### src/rtl/nco_sweep_ctrl.sv
// nco_sweep_ctrl: stepped-frequency sweep sequencer for the NCO core.
// Drives phi_inc/clken, holds each step for a dwell, drains the core pipeline and strobes new-frequency samples.
module nco_sweep_ctrl #(
    parameter int apr  = 32,
    parameter int cntw = 16,
    parameter int dww  = 16,
    parameter int lat  = 10
) (
    input  logic            clk,
    input  logic            reset,
    input  logic [apr-1:0]  cfg_start_inc,
    input  logic [apr-1:0]  cfg_step,
    input  logic [cntw-1:0] cfg_num_steps,
    input  logic [dww-1:0]  cfg_dwell,
    input  logic            cfg_repeat,
    input  logic            start,
    input  logic            abort,
    output logic [apr-1:0]  phi_inc_o,
    output logic            nco_clken,
    output logic            busy,
    output logic            done,
    output logic [cntw-1:0] step_idx,
    output logic            freq_strobe
);
    typedef enum logic [1:0] {IDLE, DWELL, DRAIN} state_t;
    localparam int drw = $clog2(lat + 1);

    state_t          state_q, state_d;
    logic [apr-1:0]  phi_q, phi_d, sinc_q, sinc_d, sstep_q, sstep_d;
    logic [cntw-1:0] idx_q, idx_d, nsteps_q, nsteps_d;
    logic [dww-1:0]  dwell_q, dwell_d, cnt_q, cnt_d, dwell_eff;
    logic [drw-1:0]  drain_q, drain_d;
    logic [lat-1:0]  dl_q, dl_d;
    logic            rep_q, rep_d, clken_q, clken_d, busy_q, busy_d, done_q, done_d, ld_q, ld_d;

    assign dwell_eff   = (cfg_dwell == '0) ? dww'(1) : cfg_dwell;
    assign phi_inc_o   = phi_q;
    assign step_idx    = idx_q;
    assign nco_clken   = clken_q;
    assign busy        = busy_q;
    assign done        = done_q;
    assign freq_strobe = dl_q[lat-1];

    always_comb begin
        state_d  = state_q;
        phi_d    = phi_q;
        idx_d    = idx_q;
        cnt_d    = cnt_q;
        drain_d  = drain_q;
        sinc_d   = sinc_q;
        sstep_d  = sstep_q;
        nsteps_d = nsteps_q;
        dwell_d  = dwell_q;
        rep_d    = rep_q;
        clken_d  = clken_q;
        busy_d   = busy_q;
        done_d   = 1'b0;
        ld_d     = 1'b0;
        // ld_q is the entry stage: a load is visible one edge later, then rides the line only on enabled cycles
        dl_d     = clken_q ? ((dl_q << 1) | lat'(ld_q)) : dl_q;
        if (abort) begin
            state_d = IDLE;
            clken_d = 1'b0;
            busy_d  = 1'b0;
            dl_d    = '0;
        end else begin
            case (state_q)
                IDLE: if (start) begin
                    sinc_d   = cfg_start_inc;
                    sstep_d  = cfg_step;
                    nsteps_d = cfg_num_steps;
                    dwell_d  = dwell_eff;
                    rep_d    = cfg_repeat;
                    if (cfg_num_steps == '0) begin
                        done_d = 1'b1;
                    end else begin
                        phi_d   = cfg_start_inc;
                        idx_d   = '0;
                        cnt_d   = dwell_eff;
                        clken_d = 1'b1;
                        busy_d  = 1'b1;
                        ld_d    = 1'b1;
                        state_d = DWELL;
                    end
                end
                DWELL: if (cnt_q != dww'(1)) begin
                    cnt_d = cnt_q - dww'(1);
                end else if (idx_q != nsteps_q - cntw'(1)) begin
                    phi_d = phi_q + sstep_q;
                    idx_d = idx_q + cntw'(1);
                    cnt_d = dwell_q;
                    ld_d  = 1'b1;
                end else if (rep_q) begin
                    phi_d = sinc_q;
                    idx_d = '0;
                    cnt_d = dwell_q;
                    ld_d  = 1'b1;
                end else begin
                    drain_d = drw'(lat);
                    state_d = DRAIN;
                end
                DRAIN: if (drain_q == drw'(1)) begin
                    clken_d = 1'b0;
                    busy_d  = 1'b0;
                    done_d  = 1'b1;
                    state_d = IDLE;
                end else begin
                    drain_d = drain_q - drw'(1);
                end
                default: state_d = IDLE;
            endcase
        end
    end

    always_ff @(posedge clk or posedge reset) begin
        if (reset) begin
            state_q  <= IDLE;
            phi_q    <= '0;
            idx_q    <= '0;
            cnt_q    <= '0;
            drain_q  <= '0;
            sinc_q   <= '0;
            sstep_q  <= '0;
            nsteps_q <= '0;
            dwell_q  <= '0;
            rep_q    <= 1'b0;
            clken_q  <= 1'b0;
            busy_q   <= 1'b0;
            done_q   <= 1'b0;
            ld_q     <= 1'b0;
            dl_q     <= '0;
        end else begin
            state_q  <= state_d;
            phi_q    <= phi_d;
            idx_q    <= idx_d;
            cnt_q    <= cnt_d;
            drain_q  <= drain_d;
            sinc_q   <= sinc_d;
            sstep_q  <= sstep_d;
            nsteps_q <= nsteps_d;
            dwell_q  <= dwell_d;
            rep_q    <= rep_d;
            clken_q  <= clken_d;
            busy_q   <= busy_d;
            done_q   <= done_d;
            ld_q     <= ld_d;
            dl_q     <= dl_d;
        end
    end
endmodule

### config.mk
export PLATFORM = sky130hd
export DESIGN_NAME = nco_sweep_ctrl
export DESIGN_NICKNAME = d
export VERILOG_FILES = /design/src/rtl/nco_sweep_ctrl.sv
export SDC_FILE = /design/constraint.sdc
export NUM_CORES = 1
export LEC_CHECK = 0
export BUFFER_PORTS_ARGS = -buffer_cell sky130_fd_sc_hd__buf_2
export CORE_AREA = 2 2 155 157
export CTS_CLUSTER_DIAMETER = 40
export DETAILED_ROUTE_END_ITERATION = 6
export DIE_AREA = 0 0 157 159
export SETUP_SLACK_MARGIN = 0.2
export SYNTH_ARGS = -nofsm -noshare
export SYNTH_HDL_FRONTEND = slang
export SYNTH_SLANG_ARGS = --single-unit
### constraint.sdc
create_clock -name clk -period 7.73 [get_ports clk]
set_input_delay 1.546 -clock clk [delete_from_list [all_inputs] [get_ports clk]]
set_output_delay 1.546 -clock clk [all_outputs]
set_load 0.02 [all_outputs]
==> impl_summary.txt, run 1 <==
----------------------------------------------------
[Status]
  Outcome ... finished, final reports clean

[Routing]
  Final WL ... 26.2 mm
  Vias after detailed routing ... 8361
  Number of DRC markers in iteration 0 ... 556
  Drt first pass iters ... 5
  Residual DRC ... 0
  Routed length per instance ... 17.3 um
  Routed via count divided by cell count ... 5.52
  ANT nets after route ... 0

[Clock tree]
  Maximum number of buffers from clock root to sink ... 2
  Clock Tree Root ... sky130_fd_sc_hd__clkbuf_16
  Hold-fix buffers, CTS ... 0
  Insertion delay of the later-clocked pin in the worst-skew pair ... 0.44 ns
  Post-CTS setup buffers ... 0
  Clock-pin slew on the worst setup and hold paths ... 0.07 ns
  Resize count post-CTS ... 0
  Number of clock sinks ... 180
  Clock buffers created by TritonCTS ... 17
  CTS H-Tree Depth ... 4
  CTS tree ... done

[Timing]
  Worst slew margin relative to its limit ... 26.1%
  Max Clock Skew ... 0.0171 ns
  Final critical-path share of the clock period ... 57.5%
  Max Slew Vio Count ... 0
  Final critical-path required period ... 4.44 ns
  Peak Freq ... 225 MHz
  Number of endpoints failing setup at the final stage ... 0
  Post-route setup TNS ... 0 ns
  Final-layout worst hold slack ... 0.499 ns
  Hold violation total from the final report ... 0
  RSZ-0062 raised after global routing ... no
  Least-Margin Pin Slew ... 1.09 ns

[Global routing]
  M3 GR Usage ... 4.22%
  Vias in the first global route ... 8155
  Most utilized layer in the global route result ... met2
  Grt total ovfl ... 0
  Pin count of the biggest net entering global routing ... 108
  Met1 GRT Util ... 30.1%
  Initial antenna violation count ... 5
  Global-route wire length before repair ... 43.0 mm
  GRT Overall Usage ... 21.6%
  Met2 track utilization from global routing ... 34.6%

[Setup path]
  Slowest stage delay, CP ... 0.64 ns
  Crit path cell chain ... inv_1 > ha_1 > nor3b_2 > xnor2_1 > mux2i_1 > a2111oi_2 > nand4_1 > or3_4 > o31ai_4 > buf_4 > inv_2 > o21ai_0 > o21ai_0
  Top fanout value on the critical path ... 54
  Worst endpoint data arrival time ... 4.75 ns
  Worst Setup Path Type ... reg -> reg
  Type of destination of the critical path ... register
  Start of the worst register-to-register path ... nsteps_q[0]$_DFFE_PP0P_
  CP required ... 8.03 ns
  Crit path from ... nsteps_q[0]$_DFFE_PP0P_
  Worst setup SP type ... register
  Critical-path cell with the highest stage delay ... sky130_fd_sc_hd__o31ai_4
  Most used cell, CP ... sky130_fd_sc_hd__o21ai_0

[Synthesis]
  Count of state elements after synthesis ... 180
  Number of standard cells after synthesis ... 1056
  Mean Syn Cell Area ... 9.75 um2
  Synth top area cells ... sky130_fd_sc_hd__dfrtp_1 (44%), sky130_fd_sc_hd__mux2_2 (9.7%), sky130_fd_sc_hd__ha_1 (4.5%), sky130_fd_sc_hd__o21ai_0 (4.4%), sky130_fd_sc_hd__nand2_1 (3.6%)
  Sequential cell area fraction in the yosys report ... 43.8%
  Unique masters post-synth ... 66
  Cell accounting for the most synthesized area ... sky130_fd_sc_hd__dfrtp_1
  Number of enable-type register cells in the synthesized netlist ... 0
  Yosys warnings ... 0
  Combined area of all synthesized cells ... 0.0103 mm2
  Predominant post-synthesis flop cell ... sky130_fd_sc_hd__dfrtp_1
  Synth top area share ... 43.8%
  Asr flop ratio synth ... 100%
  Total nets after synthesis ... 1195

[Power]
  Share of power burned in registers ... 39.0%
  Total Power ... 3.24 mW
  Fraction of power consumed by the clock network ... 26.4%
  Switching power of the nets ... 1.18 mW
  Peak supply drop ... 0.114 mV
  Internal power consumption ... 2.06 mW
  Net switching share of the total power ... 36.4%
  Pwr dens ... 273 mW/mm2
  Gate power share ... 34.6%
  Leak Pwr ... 5.29 nW

[Placement]
  Routability-driven placement congestion ratio ... 0.817
  Placed wire-length estimate ... 18.4 mm
  Port Buffer Count ... 152

[Die]
  Overall die area ... 0.0250 mm2
  Site row count ... 56
  Effective utilization at floorplan ... 44.4%
  I/O Pins ... 153
  Die outline height ... 159 um
  Core footprint ... 0.0232 mm2
  Die W ... 157 um

[Cells and area]
  Nets@finish ... 1320
  Layout overhead on the synthesized area ... 15.3%
  Area used by multi-input combinational logic ... 0.00548 mm2
  Top library cells by usage in the layout, fill and taps aside ... sky130_fd_sc_hd__dfrtp_1 (180), sky130_fd_sc_hd__buf_2 (152), sky130_fd_sc_hd__nand2_1 (99), sky130_fd_sc_hd__nor2_1 (90), sky130_fd_sc_hd__o21ai_0 (90)
  Fraction of layout cells with a size suffix above 1 ... 24.9%
  Area of all sequential standard cells ... 0.00450 mm2
  Most common library cell in the layout ignoring fill and taps ... sky130_fd_sc_hd__dfrtp_1
  # fillers ... 2203

[Hold path]
  Hold WC Path Type ... reg -> reg
  Startpoint of the tightest hold check path ... sinc_q[25]$_DFFE_PP0P_

[Run]
  Max-cap violations ... 0

----------------------------------------------------
[through the flow]
stage | area (um2) | utilization, % | setup slack, ns | instances
finish | 11900 | 51.2 | 3.29 | 1515
global route | 11900 | 51.2 | 2.90 | 1515
CTS | 11900 | 51.1 | 3.32 | 1513
detailed placement | 11300 | 48.7 | 3.32 | 1481
global placement | 11300 | 48.7 | 3.46 | 1481
floorplan | 10300 | - | 1.30 | 1056
[cells in the mapped netlist, types with 20 or more instances]
library cell and number:
sky130_fd_sc_hd__inv_1 20, sky130_fd_sc_hd__a21oi_1 64, sky130_fd_sc_hd__a211oi_1 25, sky130_fd_sc_hd__nor2_1 90, sky130_fd_sc_hd__mux2_2 89, sky130_fd_sc_hd__xor2_1 21
sky130_fd_sc_hd__ha_1 37, sky130_fd_sc_hd__nand3_1 25, sky130_fd_sc_hd__dfrtp_1 180, sky130_fd_sc_hd__clkbuf_1 36, sky130_fd_sc_hd__o21ai_0 90, sky130_fd_sc_hd__nand2_1 99
sky130_fd_sc_hd__nor3_1 20, sky130_fd_sc_hd__xnor2_1 29
[routing by layer]
| layer | share of wire [%] | wire (um) | vias to the layer above |
|---|---|---|---|
| met2 | 47 | 12400 | 202 |
| li1 | - | - | 4080 |
| met3 | 4.9 | 1280 | 30 |
| met5 | 0.13 | 34 | - |
| met4 | 1.4 | 376 | 6 |
| met1 | 46 | 12100 | 4043 |
[worst max-delay path, delay by kind of cell (launching register included)]
kind | cells | cell delay, ns
adders and majority gates | 1 | 0.20
muxes | 1 | 0.11
xor gates and xnor gates | 1 | 0.20
DFF | 1 | 0.46
buffers and inverters | 3 | 0.90
AOI/OAI and AO/OA | 4 | 1.19
and+or+nand+nor | 3 | 1.23
[flip-flops by register name, summed over array words and instances, names as in the netlist, 2 cells and up]
signal and count:
phi_inc_o 32, sinc_q 32, sstep_q 32, cnt_q 16, dwell_q 16, nsteps_q 16
step_idx 16, dl_q 10, drain_q 4, state_q 2
[power by group through the flow]
stage,combinational [mW],sequential (mW),clock [mW]
after floorplan,0.805,1.29,0
after global placement,1.11,1.28,0
after detailed placement,1.12,1.28,0
after CTS,1.12,1.26,0.871
after global routing,1.25,1.29,0.910
final,1.12,1.26,0.854
[kinds of logic (layout without fill, tap and decap cells)]
family | after synthesis | count (layout) | synth area share [%]
other cells | 0 | 2 | 0
mux | 107 | 107 | 11.5
compound gates | 289 | 289 | 17.7
simple gates | 317 | 317 | 15.0
fa+ha+maj | 38 | 38 | 4.69
xor+xnor | 50 | 50 | 4.25
flops | 180 | 180 | 43.8
buf+inv | 75 | 213 | 3.20
[area by class of cell]
class | count | share of cell area (%)
sequential | 180 | 38.0
clock buffer | 20 | 3.77
tap | 319 | 3.36
clock inverter | 12 | 1.03
timing repair buffer | 160 | 6.92
inverter | 21 | 0.707
multi-input combinational | 801 | 46.2
antenna | 2 | 0.0422
[worst paths after layout]
path / to / slack [ns] / cells after the start
max: phi_inc_o[18]$_DFFE_PP0P_ / 3.29 / 13
min: sinc_q[25]$_DFFE_PP0P_ / 0.50 / 1
max reg2reg: phi_inc_o[18]$_DFFE_PP0P_ / 3.29 / 13
min reg2reg: sinc_q[25]$_DFFE_PP0P_ / 0.50 / 1
max in group asynchronous: sstep_q[16]$_DFFE_PP0P_ / 4.93 / 3
min in group asynchronous: nsteps_q[6]$_DFFE_PP0P_ / 1.29 / 2
(Power assumes the default switching activity.)
==> run 2: changes to the inputs <==
Clock period 7.73 ns to 4.5 ns, I/O delays scaled along.
==> impl_summary.txt, run 2 (synthesis gave the netlist of run 1 again) <==
----------------------------------------------------
[Status]
  Outcome ... finished, final reports clean

[Clock tree]
  Hold-fix buffers, CTS ... 0 (unchanged)
  Resize count post-CTS ... 0 (unchanged)
  Clock buffers created by TritonCTS ... 17 (unchanged)
  Maximum number of buffers from clock root to sink ... 2 (unchanged)
  Number of clock sinks ... 180 (unchanged)
  Clock Tree Root ... sky130_fd_sc_hd__clkbuf_16
  Post-CTS setup buffers ... 0 (unchanged)
  Insertion delay of the later-clocked pin in the worst-skew pair ... 0.43 ns (about the same)
  CTS H-Tree Depth ... 4 (unchanged)
  Clock-pin slew on the worst setup and hold paths ... 0.07 ns (about the same)
  CTS tree ... done

[Routing]
  Routed via count divided by cell count ... 5.49 (-0.52%)
  Number of DRC markers in iteration 0 ... 451 (-19%)
  Drt first pass iters ... 5 (unchanged)
  Vias after detailed routing ... 8383 (+0.26%)
  ANT nets after route ... 0 (unchanged)
  Residual DRC ... 0 (unchanged)
  Final WL ... 26.3 mm (+0.40%)
  Routed length per instance ... 17.2 um (-0.39%)

[Hold path]
  Destination of the worst hold path ... cnt_q[6]$_DFFE_PP0P_
  Worst hold path stage count ... 2 (+1)
  Startpoint of the tightest hold check path ... cnt_q[6]$_DFFE_PP0P_
  Hold WC Path Type ... reg -> reg

[Setup path]
  Start of the worst register-to-register path ... nsteps_q[0]$_DFFE_PP0P_
  End of the worst register-to-register path ... phi_inc_o[25]$_DFFE_PP0P_
  Critical-path cell with the highest stage delay ... sky130_fd_sc_hd__or3_4
  Worst endpoint data arrival time ... 3.97 ns (-0.78 ns)
  Type of destination of the critical path ... register
  Slowest stage delay, CP ... 0.49 ns (-0.15 ns)
  Path depth of the worst reg2reg path ... 13 (unchanged)
  Worst setup SP type ... register
  Crit path cell chain ... inv_1 > ha_1 > nor3b_2 > xnor2_1 > mux2i_1 > a2111oi_2 > nand4_1 > or3_4 > o31ai_4 > buf_12 > inv_2 > nor2_1 > a31oi_1
  CP required ... 4.77 ns (-3.26 ns)
  Worst Setup Path Type ... reg -> reg
  Worst-case register-to-register setup slack ... 0.81 ns (-2.48 ns)
  Top fanout value on the critical path ... 74 (+37%)

[Timing]
  Hold violation total from the final report ... 0 (unchanged)
  Peak Freq ... 271 MHz (+20%)
  Max Slew Vio Count ... 0 (unchanged)
  RSZ-0062 raised after global routing ... no
  Number of endpoints failing setup at the final stage ... 0 (unchanged)
  Final critical-path share of the clock period ... 82.1% (+25 points)
  Final-layout worst hold slack ... 0.502 ns (+0.00318 ns)
  Final critical-path required period ... 3.69 ns (-0.750 ns)
  Post-route setup TNS ... 0 ns (unchanged)
  Least-Margin Pin Slew ... 1.14 ns (+0.0469 ns)
  Max Clock Skew ... 0.0103 ns (-0.00681 ns)
  Worst slew margin relative to its limit ... 23.5% (-2.6 points)

[Die]
  Effective utilization at floorplan ... 44.4% (unchanged)
  Overall die area ... 0.0250 mm2 (unchanged)
  Site row count ... 56 (unchanged)
  Die W ... 157 um (unchanged)
  Core footprint ... 0.0232 mm2 (unchanged)
  I/O Pins ... 153 (unchanged)
  Die outline height ... 159 um (unchanged)

[Cells and area]
  Post-Layout Cell Count ... 1527 (+0.79%)
  Top library cells by usage in the layout, fill and taps aside ... sky130_fd_sc_hd__dfrtp_1 (180), sky130_fd_sc_hd__buf_2 (152), sky130_fd_sc_hd__nand2_1 (99), sky130_fd_sc_hd__nor2_1 (90), sky130_fd_sc_hd__o21ai_0 (90)
  Most common library cell in the layout ignoring fill and taps ... sky130_fd_sc_hd__dfrtp_1
  Layout overhead on the synthesized area ... 17.1%
  Nets@finish ... 1332 (+0.91%)
  Area of all sequential standard cells ... 0.00450 mm2 (unchanged)
  Fraction of layout cells with a size suffix above 1 ... 25.7% (+0.83 points)
  Area used by multi-input combinational logic ... 0.00548 mm2 (unchanged)
  # fillers ... 2213 (+0.45%)

[Global routing]
  Initial antenna violation count ... 3 (-2)
  Pin count of the biggest net entering global routing ... 77 (-29%)
  Vias in the first global route ... 8245 (+1.1%)
  GRT Overall Usage ... 21.6% (-0.053 points)
  Met1 GRT Util ... 29.8% (-0.24 points)
  Grt total ovfl ... 0 (unchanged)
  M3 GR Usage ... 3.40% (-0.82 points)
  Global-route wire length before repair ... 42.9 mm (-0.30%)
  Most utilized layer in the global route result ... met2
  Met2 track utilization from global routing ... 34.7% (+0.16 points)

[Placement]
  Inst Count DP ... 1493 (+0.81%)
  Routability-driven placement congestion ratio ... 0.845 (+3.4%)
  Placed wire-length estimate ... 18.8 mm (+2.6%)
  Port Buffer Count ... 152 (unchanged)

[Power]
  Pwr dens ... 475 mW/mm2 (+74%)
  Leak Pwr ... 5.38 nW (+1.7%)
  Peak supply drop ... 0.186 mV (+63%)

[Run]
  Max-cap violations ... 0 (unchanged)

----------------------------------------------------
## run 2: changes by cell type in the layout (fill, tap and decap cells not counted)
| cell | change |
|---|---|
| sky130_fd_sc_hd__bufinv_16 | +2 |
| sky130_fd_sc_hd__clkbuf_8 | +3 |
| sky130_fd_sc_hd__clkinv_4 | -7 |
| sky130_fd_sc_hd__clkbuf_1 | -1 |
| sky130_fd_sc_hd__buf_4 | +9 |
| sky130_fd_sc_hd__inv_6 | -1 |
| sky130_fd_sc_hd__clkinvlp_4 | +4 |
| sky130_fd_sc_hd__buf_12 | +3 |
## run 2: layout make-up
| cell class | instances | share of cell area [%] |
|---|---|---|
| flip-flops and latches | 180 | 37.4 |
| repair buffers | 172 | 7.87 |
| clock buffers | 22 | 4.02 |
| multi-input cells | 801 | 45.5 |
| clock inverters | 10 | 1.19 |
| well taps | 319 | 3.31 |
| diodes | 2 | 0.0415 |
| inverters | 21 | 0.685 |
## run 2: worst max-delay path: cells and delay by family (launching register included)
kind	cells	cell delay, ns
simple gates	4	1.32
compound gates	3	0.64
buf+inv	3	0.58
flops	1	0.45
fa+ha+maj	1	0.22
xor+xnor	1	0.19
mux	1	0.11
## run 2: stage by stage
step	instance area (um2)	total power, mW	utilization [%]	worst slack (ns)
after floorplan	10300	3.60	-	1.29
after global placement	11400	4.11	49.2	0.925
after detailed placement	11400	4.13	49.2	0.806
after CTS	12000	5.76	51.9	0.812
after global routing	12000	6.09	52.0	0.460
final	12000	5.72	52.0	0.808
## run 2: worst max path at each step
stage                            start                        end  slack, ns  depth (start not counted)
6_report       nsteps_q[0]$_DFFE_PP0P_  phi_inc_o[25]$_DFFE_PP0P_       0.81                         13
5_1_grt        nsteps_q[0]$_DFFE_PP0P_  phi_inc_o[18]$_DFFE_PP0P_       0.46                         13
4_1_cts        nsteps_q[0]$_DFFE_PP0P_  phi_inc_o[25]$_DFFE_PP0P_       0.81                         13
3_5_place_dp   nsteps_q[0]$_DFFE_PP0P_  phi_inc_o[18]$_DFFE_PP0P_       0.81                         13
3_3_place_gp   nsteps_q[0]$_DFFE_PP0P_  phi_inc_o[28]$_DFFE_PP0P_       0.93                         13
2_1_floorplan                    reset           busy$_DFFE_PP0P_       1.29                          1
## run 2: routing by layer
layer | part of all wire [%] | wire [um]
met2 | 48 | 12600
met5 | 0.027 | 7
met1 | 47 | 12400
met3 | 3.6 | 958
met4 | 1.2 | 310
## run 2: power by group
group	switching [mW]	leakage, nW	internal, mW
Clock	0.666	0.300	0.940
Sequential	0.265	2.20	1.90
Combinational	1.09	2.88	0.862
